### src/rtl/memory_stall_controller_pkg.sv
// rtl/memory_stall_controller_pkg.sv - shared state encoding and block-geometry defaults
package memory_stall_controller_pkg;

    typedef enum logic [1:0] {
        ST_IDLE     = 2'd0,
        ST_REFILL   = 2'd1,
        ST_VALIDATE = 2'd2,
        ST_WRITE    = 2'd3
    } state_t;

    localparam int DEFAULT_BLOCK_WORDS   = 4;
    localparam int DEFAULT_WORD_OFFSET_W = $clog2(DEFAULT_BLOCK_WORDS);

endpackage

### src/rtl/stall_event_counter.sv
// rtl/stall_event_counter.sv - saturating 32-bit event counter
module stall_event_counter (
    input  logic        clock,
    input  logic        reset,
    input  logic        inc,
    output logic [31:0] count
);

    logic [31:0] count_q;
    logic [31:0] count_d;

    always_comb begin
        count_d = count_q;
        if (inc && (count_q != 32'hFFFF_FFFF)) begin
            count_d = count_q + 32'd1;
        end
    end

    always_ff @(posedge clock or posedge reset) begin
        if (reset) begin
            count_q <= '0;
        end else begin
            count_q <= count_d;
        end
    end

    assign count = count_q;

endmodule

### src/rtl/memory_stall_controller.sv
// rtl/memory_stall_controller.sv - MEM-stage stall sequencer: block refill on read miss, write-through on store (optional STALL_COUNTERS_EN)
module memory_stall_controller
    import memory_stall_controller_pkg::*;
#(
    parameter int BLOCK_WORDS = DEFAULT_BLOCK_WORDS,
    parameter int ADDR_WIDTH  = 32
) (
    input  logic                           clock,
    input  logic                           reset,
    input  logic                           mem_read,
    input  logic                           mem_write,
    input  logic [ADDR_WIDTH-1:0]          access_address,
    input  logic                           cache_hit,
    input  logic                           mem_ready,
    output logic                           hit,
    output logic                           mem_request,
    output logic                           mem_write_enable,
    output logic [ADDR_WIDTH-1:0]          mem_address,
    output logic                           fill_enable,
    output logic [$clog2(BLOCK_WORDS)-1:0] fill_word_index,
    output logic                           fill_valid_set
`ifdef STALL_COUNTERS_EN
    ,
    output logic [31:0]                    read_miss_count,
    output logic [31:0]                    write_stall_count,
    output logic [31:0]                    stall_cycle_count
`endif
);

    localparam int IDX_W = $clog2(BLOCK_WORDS);
    localparam int OFF_W = IDX_W + 2;
    localparam logic [IDX_W-1:0] LAST_WORD = IDX_W'(BLOCK_WORDS - 1);

    state_t                  state_q, state_d;
    logic [IDX_W-1:0]        count_q, count_d;
    logic [ADDR_WIDTH-1:0]   addr_q, addr_d;

    // Byte offset within a word never reaches memory; all transfers are word-aligned.
    logic addr_byte_unused;
    assign addr_byte_unused = ^access_address[1:0];

    always_ff @(posedge clock or posedge reset) begin
        if (reset) begin
            state_q <= ST_IDLE;
            count_q <= '0;
            addr_q  <= '0;
        end else begin
            state_q <= state_d;
            count_q <= count_d;
            addr_q  <= addr_d;
        end
    end

    always_comb begin
        state_d          = state_q;
        count_d          = count_q;
        addr_d           = addr_q;
        hit              = 1'b0;
        mem_request      = 1'b0;
        mem_write_enable = 1'b0;
        fill_enable      = 1'b0;
        fill_valid_set   = 1'b0;
        case (state_q)
            ST_IDLE: begin
                hit = !(mem_read && !cache_hit) && !mem_write;
                if (mem_write) begin
                    state_d = ST_WRITE;
                    addr_d  = {access_address[ADDR_WIDTH-1:2], 2'b00};
                end else if (mem_read && !cache_hit) begin
                    state_d = ST_REFILL;
                    count_d = '0;
                    addr_d  = {access_address[ADDR_WIDTH-1:OFF_W], OFF_W'(0)};
                end
            end
            ST_REFILL: begin
                mem_request = 1'b1;
                fill_enable = mem_ready;
                if (mem_ready) begin
                    addr_d = addr_q + ADDR_WIDTH'(4);
                    if (count_q == LAST_WORD) begin
                        count_d = '0;
                        state_d = ST_VALIDATE;
                    end else begin
                        count_d = count_q + 1'b1;
                    end
                end
            end
            ST_VALIDATE: begin
                fill_valid_set = 1'b1;
                state_d        = ST_IDLE;
            end
            ST_WRITE: begin
                // Store retires in the accept cycle, so no bubble follows the write.
                mem_request      = 1'b1;
                mem_write_enable = 1'b1;
                hit              = mem_ready;
                if (mem_ready) begin
                    state_d = ST_IDLE;
                end
            end
            default: state_d = ST_IDLE;
        endcase
    end

    assign mem_address     = addr_q;
    assign fill_word_index = count_q;

`ifdef STALL_COUNTERS_EN
    logic miss_evt, write_evt, stall_evt;

    assign miss_evt  = (state_q == ST_IDLE) && (state_d == ST_REFILL);
    assign write_evt = (state_q == ST_IDLE) && (state_d == ST_WRITE);
    // Only cycles spent waiting on the controller count; the request cycle itself does not.
    assign stall_evt = (state_q != ST_IDLE) && !hit;

    stall_event_counter u_read_miss_count (
        .clock (clock),
        .reset (reset),
        .inc   (miss_evt),
        .count (read_miss_count)
    );

    stall_event_counter u_write_stall_count (
        .clock (clock),
        .reset (reset),
        .inc   (write_evt),
        .count (write_stall_count)
    );

    stall_event_counter u_stall_cycle_count (
        .clock (clock),
        .reset (reset),
        .inc   (stall_evt),
        .count (stall_cycle_count)
    );
`endif

endmodule

### config.mk
export PLATFORM = sky130hd
export DESIGN_NAME = memory_stall_controller
export DESIGN_NICKNAME = d
export VERILOG_FILES = /design/src/rtl/memory_stall_controller_pkg.sv /design/src/rtl/stall_event_counter.sv /design/src/rtl/memory_stall_controller.sv
export SDC_FILE = /design/constraint.sdc
export NUM_CORES = 1
export LEC_CHECK = 0
export BUFFER_PORTS_ARGS = -buffer_cell sky130_fd_sc_hd__buf_4
export CAP_MARGIN = 20
export CORE_MARGIN = 2
export CORE_UTILIZATION = 42
export DETAILED_ROUTE_END_ITERATION = 7
export PLACE_DENSITY = 0.68
export SLEW_MARGIN = 40
export SYNTH_ARGS = -nofsm -noshare
export SYNTH_HDL_FRONTEND = slang
export SYNTH_HIERARCHICAL = 1
export SYNTH_SLANG_ARGS = --single-unit
### constraint.sdc
create_clock -name clock -period 5.79 [get_ports clock]
set_input_delay 1.737 -clock clock [delete_from_list [all_inputs] [get_ports clock]]
set_output_delay 1.737 -clock clock [all_outputs]
set_load 0.02 [all_outputs]
==> impl_metrics.py <==
metrics = {
    "logic_synthesis": {
        "synth_edf_count": 0,
        "ys_ff_latch": 34,
        "async_reset_ff_frac": 1.000,
        "postSynthAreaPerCell_sq_um": 8.326,
        "syn_area_sq_um": 2315,
        "ys_seq_area_frac": 0.3676,
        "synth.distinct_cells": 44,
        "yosys_most_used_dff": "dfrtp_1",
        "yosysWarnings": 6,
        "netlist_instances": 278,
    },
    "floorplan": {
        "die_width_um": 78.24,
        "start_util": 0.4282,
        "boundaryPins": 77,
        "die_height_um": 78.24,
        "die_area_sq_um": 6121,
        "rows": 27,
        "coreArea_sq_um": 5405,
    },
    "routing": {
        "drc": 0,
        "drtIter0Drc": 233,
        "routedWlPerCell_um": 14.71,
        "num_vias": 2297,
        "drtAntennaViolNets": 0,
        "wl_um": 6075,
        "dr.pass1.iters": 4,
        "vias_per_cell": 5.562,
    },
    "setup_path": {
        "worstPathRequired_ns": 4.05,
        "worstReg2RegEnd": "mem_address[20]$_DFFE_PP0P_",
        "cp_max_fo": 5,
        "worstSetupPathType": "in -> out",
        "cp_cell_sequence": "buf_4 > nor2b_1 > nand2_1 > a21oi_1 > buf_4",
        "arrival_ns": 2.50,
        "slowest_delay_ns": 0.21,
        "crit_path_end_kind": "output pin",
        "crit_slowest_cell": "nor2b_1",
        "reg2reg_depth": 8,
        "r2r_slack_ns": 3.24,
        "r2r_start": "state_q[1]$_DFFE_PP0P_",
        "worst_path_most_repeated_cell": "buf_4",
        "worst_setup_path_start_kind": "input port",
    },
    "clocking": {
        "root_buffer": "clkbuf_8",
        "clock-sinks": 34,
        "htreeDepth": 2,
        "tritoncts": "done",
        "clock_latency_ns": 0.30,
        "numCtsBuffers": 5,
        "post_cts_buffers": 0,
        "hold_buffers": 0,
        "path_clk_slew_ns": 0.08,
        "clockBufferDepth": 2,
        "cts_resized": 0,
    },
    "pwr": {
        "p_per_area_nw_per_um2": 601.8,
        "p_leak_nw": 1.299,
        "switchingPower_uw": 875.4,
        "seqPwrFrac": 0.288,
        "combPwrFrac": 0.606,
        "switching_share": 0.4905,
        "internal_power_uw": 909.2,
        "ir_worst_vdd_v": 0.0003384,
        "clkPwrFrac": 0.106,
        "power.total_mw": 1.785,
    },
    "timing": {
        "maxSlewViolCount": 0,
        "finalHoldViolations": 0,
        "tightest_slew_ns": 0.5412,
        "setup_slack_ns": 1.554,
        "post-route-min-period_ns": 4.236,
        "slew_headroom": 0.6392,
        "whs_ns": 0.5502,
        "finalCritPeriodShare": 0.7315,
        "clock_skew_ns": 0.01219,
        "max_freq_mhz": 236.1,
        "fin_tns_setup_ns": 0,
        "setup_violations": 0,
        "rsz0062_at_grt": "no",
    },
    "place": {
        "dp_slack_ns": 1.554,
        "detailed_place_hpwl_um": 4211,
        "post_dp_cell_area_sq_um": 2874,
        "place.gp.congestion": 0.7566,
        "portBuffers": 72,
        "placed_cells": 405,
    },
    "hold_path": {
        "min-delay-start": "mem_address[30]$_DFFE_PP0P_",
        "min_path_cells": 1,
        "min_path_type": "reg -> reg",
        "min_delay_worst_endpoint": "mem_address[30]$_DFFE_PP0P_",
    },
    "run": {
        "maxCapViolCount": 0,
    },
    "global_routing": {
        "grtUsageMet2": 0.3241,
        "grt_pass1_vias": 2070,
        "grt_use_total": 0.2065,
        "grt_max_degree": 62,
        "grt_pass1_wl_um": 10090,
        "grtUsageMet1": 0.2880,
        "overflow": 0,
        "grt_use_met3": 0.04483,
        "antenna_found_initial": 0,
        "top_usage_layer": "met2",
    },
    "finish": {
        "layout_commonest_cell": "buf_4",
        "diodes": 0,
        "nets": 385,
        "stdcell_count": 413,
        "utilization": 0.5486,
        "drive_gt1_frac": 0.2757,
        "final_cell_mix": "buf_4, a21oi_1, dfrtp_1, nand2_1, nor2_1",
        "area_delta_synth_final_pct": 28.11,
        "final_area_sq_um": 2965,
        "fillerInstances": 518,
    },
    "status": {
        "outcome": "finished clean",
    },
}
how the worst max path moves through the flow:
stage	startpoint	depth (start not counted)	slack, ns	to
final	mem_write	5	1.55	hit
after global routing	mem_write	5	1.48	hit
after CTS	mem_write	5	1.55	hit
after detailed placement	mem_write	5	1.55	hit
after global placement	mem_write	5	1.55	hit
after floorplan	mem_write	3	1.67	hit
power groups by stage:
stage                     clock network (mW)  registers [mW]  logic [mW]
after global placement                     0           0.512        1.07
after detailed placement                   0           0.516        1.09
final                                  0.189           0.514        1.08
after global routing                   0.200           0.540        1.19
after floorplan                            0           0.616       0.639
after CTS                              0.194           0.512        1.09
area by class of cell:
type / instances / area, sq um / area share
Tap cell: 72 / 90.09 / 0.03038
Clock buffer: 7 / 86.33 / 0.02911
Timing Repair Buffer: 76 / 570.5 / 0.1924
Clock inverter: 1 / 5.005 / 0.001688
Multi-Input combinational cell: 218 / 1344 / 0.4532
Sequential cell: 34 / 850.8 / 0.2869
Inverter: 5 / 18.77 / 0.006329
cells by family after synthesis:
| logic type | Yosys count | share of synthesized area |
|---|---|---|
| AOI/OAI and AO/OA | 88 | 0.2389 |
| adders and majority gates | 7 | 0.03784 |
| buffers and inverters | 27 | 0.05459 |
| DFF | 34 | 0.3676 |
| muxes | 7 | 0.03189 |
| other | 1 | 0.001620 |
| and+or+nand+nor | 114 | 0.2676 |
critical path, delay by kind of cell:
kind | cells | cell delay (ns)
buffers and inverters | 2 | 0.28
AO/OA/AOI/OAI | 1 | 0.14
AND/OR/NAND/NOR | 2 | 0.33
state kept, by name (all words and copies together), names as in the netlist:
signal / count
fill_word_index: 2
state_q: 2
mem_address: 30
routing by layer:
metal | up-vias | routed length [um]
met5 | - | 0
met4 | 0 | 76
met3 | 7 | 372
met2 | 69 | 2875
met1 | 1065 | 2751
li1 | 1156 | -
synthesized netlist by cell type, types with 9 or more instances:
library cell | count | area share
nor2_1 | 24 | 0.039
a21oi_1 | 34 | 0.074
nand4_1 | 9 | 0.024
o22ai_1 | 10 | 0.027
dfrtp_1 | 34 | 0.37
nand3_1 | 9 | 0.019
nand2_1 | 29 | 0.047
o21ai_0 | 13 | 0.028
Power figures use the tool's default switching activity.
